$ cat src/rtl/hazard_pkg.sv
// Shared types for the ID-stage hazard tracker: pipeline slot record, bubble constant and
// the source/destination match helper.
package hazard_pkg;

   localparam int unsigned SLOT_RD_W = 5;
   localparam logic [SLOT_RD_W-1:0] REG_ZERO = 5'd0;

   typedef struct packed {
      logic [SLOT_RD_W-1:0] rd;
      logic                 regwrite;
      logic                 memread;
   } slot_t;

   localparam slot_t BUBBLE = '{rd: REG_ZERO, regwrite: 1'b0, memread: 1'b0};

   // $0 is never a real producer, so it can never create a dependency.
   function automatic logic slot_match(input slot_t                s,
                                       input logic                 use_rs,
                                       input logic [SLOT_RD_W-1:0] rs,
                                       input logic                 use_rt,
                                       input logic [SLOT_RD_W-1:0] rt);
      return (s.rd != REG_ZERO) && ((use_rs && (rs == s.rd)) || (use_rt && (rt == s.rd)));
   endfunction

endpackage

$ cat src/rtl/hazard_slot_reg.sv
// One in-flight destination-tag slot: holds on freeze, loads a bubble on request and
// strips write/load flags from entries that target $0.
module hazard_slot_reg
   import hazard_pkg::*;
(
   input  logic  clk,
   input  logic  rst_n,
   input  logic  i_hold,
   input  logic  i_bubble,
   input  slot_t i_slot,
   output slot_t o_slot
);

   slot_t w_next;
   slot_t r_slot;

   always_comb begin
      w_next = i_slot;
      if (i_bubble) begin
         w_next = BUBBLE;
      end else if (i_slot.rd == REG_ZERO) begin
         w_next.regwrite = 1'b0;
         w_next.memread  = 1'b0;
      end
   end

   always_ff @(posedge clk or negedge rst_n) begin
      if (!rst_n) begin
         r_slot <= BUBBLE;
      end else if (!i_hold) begin
         r_slot <= w_next;
      end
   end

   assign o_slot = r_slot;

endmodule

$ cat src/rtl/id_hazard_tracker.sv
// Tracks destination tags through ID/EX, EX/MEM, MEM/WB and raises the ID stall for
// load-use and unresolved branch-compare hazards. HAZARD_STATS_EN adds stall counters.
module id_hazard_tracker
   import hazard_pkg::*;
#(
   parameter int unsigned REG_AW = 5
`ifdef HAZARD_STATS_EN
   ,
   parameter int unsigned STAT_W = 32
`endif
) (
   input  logic              clk,
   input  logic              rst_n,
   input  logic              freeze,
   input  logic              flush,
   input  logic              id_valid,
   input  logic [REG_AW-1:0] id_rd,
   input  logic              id_regwrite,
   input  logic              id_memread,
   input  logic [REG_AW-1:0] id_rs,
   input  logic [REG_AW-1:0] id_rt,
   input  logic              id_use_rs,
   input  logic              id_use_rt,
   input  logic              id_is_branch,
   output logic              stall,
   output logic [REG_AW-1:0] id_ex_rd,
   output logic [REG_AW-1:0] ex_mem_rd,
   output logic [REG_AW-1:0] mem_wb_rd,
   output logic              id_ex_regwrite,
   output logic              ex_mem_regwrite,
   output logic              mem_wb_regwrite,
   output logic              ex_mem_memread
`ifdef HAZARD_STATS_EN
   ,
   output logic [STAT_W-1:0] stat_loaduse_cnt,
   output logic [STAT_W-1:0] stat_branch_cnt
`endif
);

   slot_t w_id_entry;
   slot_t w_id_ex;
   slot_t w_ex_mem;
   slot_t w_mem_wb;
   logic  w_match_ex;
   logic  w_match_mem;
   logic  w_load_use;
   logic  w_br_ex;
   logic  w_br_mem;
   logic  w_id_ex_bubble;

   assign w_id_entry = '{rd: id_rd, regwrite: id_regwrite, memread: id_memread};

   assign w_match_ex  = slot_match(w_id_ex, id_use_rs, id_rs, id_use_rt, id_rt);
   assign w_match_mem = slot_match(w_ex_mem, id_use_rs, id_rs, id_use_rt, id_rt);

   assign w_load_use = w_id_ex.memread & w_match_ex;
   assign w_br_ex    = id_is_branch & w_id_ex.regwrite & w_match_ex;
   // An ALU result in EX/MEM forwards to ID; only a load there is still too late.
   assign w_br_mem   = id_is_branch & w_ex_mem.memread & w_match_mem;

   assign stall          = id_valid & ~flush & (w_load_use | w_br_ex | w_br_mem);
   assign w_id_ex_bubble = flush | stall | ~id_valid;

   hazard_slot_reg u_slot_id_ex (
      .clk      (clk),
      .rst_n    (rst_n),
      .i_hold   (freeze),
      .i_bubble (w_id_ex_bubble),
      .i_slot   (w_id_entry),
      .o_slot   (w_id_ex)
   );

   hazard_slot_reg u_slot_ex_mem (
      .clk      (clk),
      .rst_n    (rst_n),
      .i_hold   (freeze),
      .i_bubble (1'b0),
      .i_slot   (w_id_ex),
      .o_slot   (w_ex_mem)
   );

   hazard_slot_reg u_slot_mem_wb (
      .clk      (clk),
      .rst_n    (rst_n),
      .i_hold   (freeze),
      .i_bubble (1'b0),
      .i_slot   (w_ex_mem),
      .o_slot   (w_mem_wb)
   );

   assign id_ex_rd        = w_id_ex.rd;
   assign id_ex_regwrite  = w_id_ex.regwrite;
   assign ex_mem_rd       = w_ex_mem.rd;
   assign ex_mem_regwrite = w_ex_mem.regwrite;
   assign ex_mem_memread  = w_ex_mem.memread;
   assign mem_wb_rd       = w_mem_wb.rd;
   assign mem_wb_regwrite = w_mem_wb.regwrite;

`ifdef HAZARD_STATS_EN
   logic [STAT_W-1:0] r_loaduse_cnt;
   logic [STAT_W-1:0] r_branch_cnt;

   // Load-use takes precedence when a stall has several causes.
   always_ff @(posedge clk or negedge rst_n) begin
      if (!rst_n) begin
         r_loaduse_cnt <= '0;
         r_branch_cnt  <= '0;
      end else if (!freeze && stall) begin
         if (w_load_use) begin
            if (r_loaduse_cnt != '1) r_loaduse_cnt <= r_loaduse_cnt + 1'b1;
         end else begin
            if (r_branch_cnt != '1) r_branch_cnt <= r_branch_cnt + 1'b1;
         end
      end
   end

   assign stat_loaduse_cnt = r_loaduse_cnt;
   assign stat_branch_cnt  = r_branch_cnt;
`endif

endmodule

$ cat config.mk
export PLATFORM = sky130hd
export DESIGN_NAME = id_hazard_tracker
export DESIGN_NICKNAME = d
export VERILOG_FILES = /design/src/rtl/hazard_pkg.sv /design/src/rtl/hazard_slot_reg.sv /design/src/rtl/id_hazard_tracker.sv
export SDC_FILE = /design/constraint.sdc
export NUM_CORES = 1
export LEC_CHECK = 0
export ABC_AREA = 1
export CAP_MARGIN = 20
export CORE_MARGIN = 3
export CORE_UTILIZATION = 49
export DETAILED_ROUTE_END_ITERATION = 8
export GPL_TIMING_DRIVEN = 0
export PLACE_DENSITY = 0.85
export SYNTH_ARGS = -nofsm -noshare
export SYNTH_HDL_FRONTEND = slang
export SYNTH_SLANG_ARGS = --single-unit
$ cat constraint.sdc
create_clock -name clk -period 2.51 [get_ports clk]
set_input_delay 0.251 -clock clk [delete_from_list [all_inputs] [get_ports clk]]
set_output_delay 0.251 -clock clk [all_outputs]
set_load 0.05 [all_outputs]
Word-level counts from Yosys, hierarchy flattened --
Index checks and enable logic that the tools add are counted.
Storage, ports and cells: register bits after elaboration 20, input port bits 25, output and inout port bits 20, logic and storage cells 43
Operators by class: equal/unequal tests 4, muxes and demuxes 5, bitwise logic cells 13, reductions and logical operators 13
Operators with widths (count):
- == test 5 bit | 4
- logical NOT 5 bit | 3
- nonzero test 5 bit | 2
- 2-to-1 mux 2 bit | 4
- bitwise AND 1 bit | 7
- logical AND 1 bit | 6
- 2-to-1 mux 5 bit | 1
- OR 1 bit | 4
- logical OR 1 bit | 2
- inverter 1 bit | 2

Logic depth before layout (Yosys ltp) --
word-level depth 11, gate-level depth with buffers 9, depth with buffers taken out 9

Cells and area by module --
From an unflattened synthesis, not the netlist that was laid out.
Second synthesis, totals: cells, all modules 230, area, all modules 1445.1 um^2
By module, submodules not included:
- hazard_slot_reg | times used 3, cells each 39, area an instance 331.6 um^2, seq. area each 175.2 um^2
- id_hazard_tracker | times used 1, cells each 113, area an instance 450.4 um^2, seq. area each 0.0 um^2

Worst setup path before layout --
OpenSTA, ideal clock, no wires.
path kind reg-to-output, from register u_slot_id_ex.r_slot, in the netlist u_slot_id_ex.o_slot[1], to output port stall, data arrival time 1.479 ns, required time 2.259 ns, slack 0.780 ns, cell stages (with the launch flop) 7, buffers on the path 0, cells stage by stage dfrtp_1 -> nand2_1 -> inv_1 -> o21ai_1 -> inv_1 -> nand2_4 -> a21boi_2
On the way: word-level cells in the longest chain between the ends 5
Ends and longest elaborated chain:
- start: declaration | RTL line hazard_slot_reg.sv:15 | slot_t r_slot;
- start signal: assignment | RTL line hazard_slot_reg.sv:31 | r_slot <= w_next;
- bitwise AND 1 bit (2 in series) | RTL line id_hazard_tracker.sv:57 | assign w_br_ex = id_is_branch & w_id_ex.regwrite & w_match_ex;
- OR 1 bit (2 in series) | RTL line id_hazard_tracker.sv:61 | assign stall = id_valid & ~flush & (w_load_use | w_br_ex | w_br_mem);
- bitwise AND 1 bit | RTL line id_hazard_tracker.sv:61
- end: declaration | RTL line id_hazard_tracker.sv:25 | output logic stall,
No other way between the ends.

Worst setup path after layout --
from register u_slot_id_ex.r_slot, in the netlist u_slot_id_ex.o_slot[3], to output port stall
On the way: word-level cells in the longest chain between the ends 8, elaborated cells on any way between the ends 12, classes of those cells eq/ne: 2; bitwise: 5; reduce/logical: 5
Ends and longest elaborated chain:
- == test 5 bit | RTL line hazard_pkg.sv:22 | return (s.rd != REG_ZERO) && ((use_rs && (rs == s.rd)) || (use_rt && (rt == s.rd)));
- logical AND 1 bit | RTL line hazard_pkg.sv:22
- logical OR 1 bit | RTL line hazard_pkg.sv:22
- logical AND 1 bit * | RTL line hazard_pkg.sv:22
- bitwise AND 1 bit (on tied branches) | RTL line id_hazard_tracker.sv:56, id_hazard_tracker.sv:57
- OR 1 bit * (2 in series) | RTL line id_hazard_tracker.sv:61
- bitwise AND 1 bit * | RTL line id_hazard_tracker.sv:61
Every way passes the cells marked *; elsewhere a longest branch is shown, timed or not.

==> results.cfg <==
[run_status]
status = completed

[place]
place_congestion = 0.858
port_buffers = 43
hpwl_mm = 2.41

[layout]
layout.nets = 278
post-route-util = 0.717
diodes = 0
final_cell_mix = nand2_1 (72), clkdlybuf4s50_1 (42), nor2_1 (24), inv_1 (23), dfrtp_1 (20)
final_common_cell = nand2_1
area_growth_syn_to_layout_pct = 36.6
drive_gt1_frac = 0.120

[die]
pin_count = 45
die_area_sq_um = 3390
core_sq_um = 2540
die_y_um = 58.2
start_util = 0.525
num_rows = 18
die_x_um = 58.2

[yosys]
synth-adder-area-share = 0
synth_area_per_cell_sq_um = 6.52
synth_compound_area_frac = 0.0758
synth_top_family_by_area = simple AND/OR/NAND/NOR gates
synthMuxAreaShare = 0
synth_cells = 205
syn_nets = 230
syn_area_sq_um = 1340
synth_seq_cells = 20
yosysWarnings = 0
ys_seq_area_frac = 0.375
yosys.area_share.simple = 0.388
synth_xor_area_frac = 0.00655
ys_types = 20

[cts]
clkTransAtPathRegs_ps = 120
postCtsHoldBufs = 0
clk_path_buf_depth = 2
cts_buffers = 3
clock-sinks = 20
h-tree-depth = 1
clk_latency_ps = 300
cts_tree = yes
cts_root_buf = clkbuf_4

[drt]
wl_per_cell_um = 11.3
dr.pass1.iters = 4
drc = 0
routed_wl_mm = 3.17
vias_per_cell = 5.02
ant_nets = 0
drt-initial-drc-count = 39
route.vias.total = 1412

[critical_path]
required_ps = 2260
crit_path_max_incr_delay_ps = 530
worst-setup-path-type = reg2out
arrival_ps = 2010
cp-end-kind = output pin
slowest_stage = dlygate4sd2_1
cp_cell_sequence = inv_2, nand2_1, nand2_1, nor2_1, nand3_1, nand2_2, nand2_4, a21boi_2, dlygate4sd2_1
start_kind = register
critPathMostFrequentCell = nand2_1
worstPathMaxFanout = 8

[timing]
timing.fmax_mhz = 442
hold-worst-slack_ps = 325
fin_crit_ps = 2260
max_slew_margin = 0.385
min_period_over_period = 0.902
hold_viol = 0
setup_viol = 0
grt_setup_unrepaired = no
final_max_slew_viol_count = 0
tightest_slew_ps = 920
clock_skew_ps = 9.96
setup-tns-final_ps = 0

[power_and_ir_drop]
ir_drop_uv = 348
power_density_nw_per_um2 = 437
p_leak_nw = 0.990

[min_path]
holdCritPathClass = in2reg

[global_route]
overflow = 0
grt_pass1_vias = 1268
track_usage = 0.205
grt_first_pass_wirelength_mm = 5.43
grt_max_degree = 21
antenna_found_initial = 0

[job]
timing.max_cap.violations = 0
[synthesized netlist by cell type]
| master | count | area [sq um] |
|---|---|---|
| xor2_1 | 1 | 8.76 |
| nor3_1 | 1 | 5.00 |
| nor2_1 | 24 | 90.1 |
| buf_1 | 1 | 3.75 |
| inv_1 | 23 | 86.3 |
| buf_4 | 10 | 75.1 |
| a21boi_2 | 1 | 11.3 |
| nand3_1 | 7 | 35.0 |
| dfrtp_1 | 20 | 500 |
| nand2_1 | 72 | 270 |
| buf_2 | 1 | 5.00 |
| inv_2 | 8 | 30.0 |
| nand2_4 | 2 | 22.5 |
| nand3_2 | 2 | 20.0 |
| nand2_2 | 2 | 12.5 |
| o21ai_0 | 14 | 70.1 |
| nor2_2 | 1 | 6.26 |
| nand4_1 | 9 | 56.3 |
| o21ai_1 | 4 | 20.0 |
| clkbuf_1 | 2 | 7.51 |
[path summary, 6_finish.rpt]
kind / start / end / slack, ps / cells past startpoint
worst max-delay path: u_slot_id_ex.o_slot[3]$_DFFE_PN0N_ / stall / 250 / 9
worst min-delay path: freeze / u_slot_id_ex.o_slot[4]$_DFFE_PN0N_ / 330 / 4
worst max register to register: u_slot_ex_mem.o_slot[4]$_DFFE_PN0N_ / u_slot_id_ex.o_slot[3]$_DFFE_PN0N_ / 1180 / 7
worst min register to register: u_slot_mem_wb.o_slot[2]$_DFFE_PN0N_ / u_slot_mem_wb.o_slot[2]$_DFFE_PN0N_ / 490 / 2
max in group asynchronous: rst_n / u_slot_id_ex.o_slot[1]$_DFFE_PN0N_ / 1500 / 1
min in group asynchronous: rst_n / u_slot_ex_mem.o_slot[5]$_DFFE_PN0N_ / 450 / 1
[per-layer routing]
metal,track usage,part of all wire,vias up
met5,0,0,-
met4,0.0629,0.014,0
met3,0.0290,0.063,5
met2,0.355,0.49,54
met1,0.263,0.43,638
li1,-,-,715
[power breakdown]
group / leakage [nW] / switching (mW) / internal, mW
clock network: 0.0138 / 0.100 / 0.0560
logic: 0.705 / 0.163 / 0.112
registers: 0.271 / 0.0239 / 0.343
total: 0.990 / 0.287 / 0.510
[metrics by stage]
step / std cells / setup slack [ps] / cell area, sq um / total power, mW
floorplan: 205 / 780 / 1340 / 0.539
global placement: 278 / 1.06 / 1800 / 0.645
detailed placement: 278 / 12.6 / 1800 / 0.648
CTS: 281 / 250 / 1830 / 0.801
global route: 281 / 119 / 1830 / 0.841
finish: 281 / 247 / 1830 / 0.797
[registers in the layout, summed over array words and instances, names as in the netlist]
| name | flops |
|---|---|
| u_slot_mem_wb.o_slot | 6 |
| u_slot_ex_mem.o_slot | 7 |
| u_slot_id_ex.o_slot | 7 |
[what timing repair did]
action,CTS,global route
resized for setup,1,0
endpoints found under the setup margin,1,0
buffers inserted,0,0
[cell families after synthesis]
family          count (synthesis)
flops                          20
simple gates                  120
xor+xnor                        1
compound gates                 19
buf+inv                        45
[critical path, delay by kind of cell, from the launching register on]
kind / cells / cell delay [ps]
buf+inv: 2 / 610
simple gates: 6 / 480
compound gates: 1 / 130
flops: 1 / 480
[layout make-up]
class	instances	area [sq um]
tap	30	37.5
clock buffer	3	22.5
buffer	14	91.3
inverter	31	116
fill	240	719
sequential	20	500
timing repair buffer	43	429
multi-input combinational	140	628
Power figures use the tool's default switching activity.
==> RTL edit: new RTL, config.mk and constraints unchanged <==
Build with the macro `HAZARD_STATS_EN` defined.
--- a/src/rtl/id_hazard_tracker.sv
+++ b/src/rtl/id_hazard_tracker.sv
@@ -2,2 +2,4 @@
 // load-use and unresolved branch-compare hazards. HAZARD_STATS_EN adds stall counters.
+`define HAZARD_STATS_EN
+
 module id_hazard_tracker
Function (old outputs only; new: stat_branch_cnt and stat_loaduse_cnt): kept (Yosys induction, for registers that start in step).
==> RTL edit against the unedited design <==
  * Maximum frequency up 1.4%
  * Synthesized cell count rose to 3.8 times the old value
  * Worst setup slack better by 0.030 ns
  * Area after synthesis rose to 4.1 times the old value
  * First-iteration DRC count rose to 7.5 times the old value
  * Final area rose to 3.8 times the old value
  * Sequential cell count up 64
  * Hold slack worse by 0.021 ns
  * Total power rose to 3.5 times the old value
  * Wire length rose to 4.5 times the old value
  * Utilization down 7.7 points
  * Critical path type unchanged
==> RTL edit: results (changes against the unedited design) <==
* Status: finished, final reports clean (unchanged)
* Worst slew pin tran at 0.5754 ns (was 0.9196 ns)
* First-pass GRT wire length at 24120 um (was 5430 um)
* Critical path's top delay family: simple AND/OR/NAND/NOR gates (was buffers and inverters)
* Inverter count at 108 (was 31)
* Final nets at 919 (was 278)
* Final GP Congestion at 0.9315 (was 0.8581)
* M1 GR Usage at 0.3128 (was 0.2632)
* Hold WC Path Type: in -> async (was in -> reg)
* P_sw at 759.7 uW (was 287.2 uW)
* Post-CTS Hold Buffers at 1 (was 0)
* Avg WL per Cell at 13.79 um (was 11.28 um)
* HPWL Detailed at 11020 um (was 2414 um)
* Synth Area in Adders at 0.004559 (was 0)
* Slowest cell on crit path: dfrtp_1 (was dlygate4sd2_1)
* Post-DP Area at 6760 um^2 (was 1804 um^2)
* Router iterations before antenna repair at 5 (was 4)
* FF-to-FF End: stat_branch_cnt[28] (was u_slot_id_ex.o_slot[3])
* Synth cell types at 34 (was 20)
* H-tree levels at 3 (was 1)
* Root buf cell: clkbuf_8 (was clkbuf_4)
* Peak VDD IR at 0.2564 mV (was 0.3477 mV)
* Vias in the first global route at 5148 (was 1268)
* Top post-synthesis cells by area: dfrtp_1 (38%), nand2_1 (16%), inv_1 (6.8%), nor2_1 (5.6%), xor2_1 (4.5%) (was dfrtp_1 (37%), nand2_1 (20%), nor2_1 (6.7%), inv_1 (6.5%), buf_4 (5.6%))
* Largest net degree at the start of global routing at 67 (was 21)
* Compound-Gate Fraction of Synth Area at 0.08183 (was 0.07584)
* Worst path max stage delay at 0.47 ns (was 0.53 ns)
* Setup Skew at 0.01472 ns (was 0.009958 ns)
* Clock buffers at 11 (was 3)
* WL met2 at 6837 um (was 1549 um)
* Hold slack at 0.3042 ns (was 0.3252 ns)
* Data buffer area share at 0.1844 (was 0.2851)
* Layout cell share with drive strength beyond 1 at 0.1014 (was 0.1195)
* Grt met3 use at 0.04130 (was 0.02895)
* R2r setup slk at 0.35 ns (was 1.18 ns)
* Critical Path Fanout Max at 5 (was 8)
* DR vias/cell at 5.107 (was 5.025)
* Met2 GRT Util at 0.3921 (was 0.3548)
* Met1 WL at 6385 um (was 1374 um)
* Num CTS Buffers at 9 (was 3)
* Placed Instances at 1020 (was 278)
* Critical path arrival at 1.98 ns (was 2.01 ns)
* Syn_nets at 799 (was 230)
* Multi-input gates at 553 (was 140)
==> RTL edit: changes by cell type after synthesis, moves of 21 or more <==
cell,change
nand4_1,+21
dfrtp_1,+64
xor2_1,+27
nand2_1,+168
o21bai_1,+32
inv_1,+77
nor3_1,+25
nand3_1,+28
nor2_1,+58
==> RTL edit: cells by family after synthesis <==
family,after synthesis
simple gates,454
buf+inv,135
flops,84
compound gates,68
xor+xnor,29
fa+ha+maj,2
==> RTL edit: power groups by stage <==
stage | Clock [uW] | Combinational [uW] | Sequential [uW]
2_1_floorplan | 0 | 147 | 1480
3_3_place_gp | 0 | 337 | 1440
3_5_place_dp | 0 | 345 | 1440
4_1_cts | 1020 | 347 | 1410
5_1_grt | 1080 | 375 | 1410
6_report | 1000 | 344 | 1410
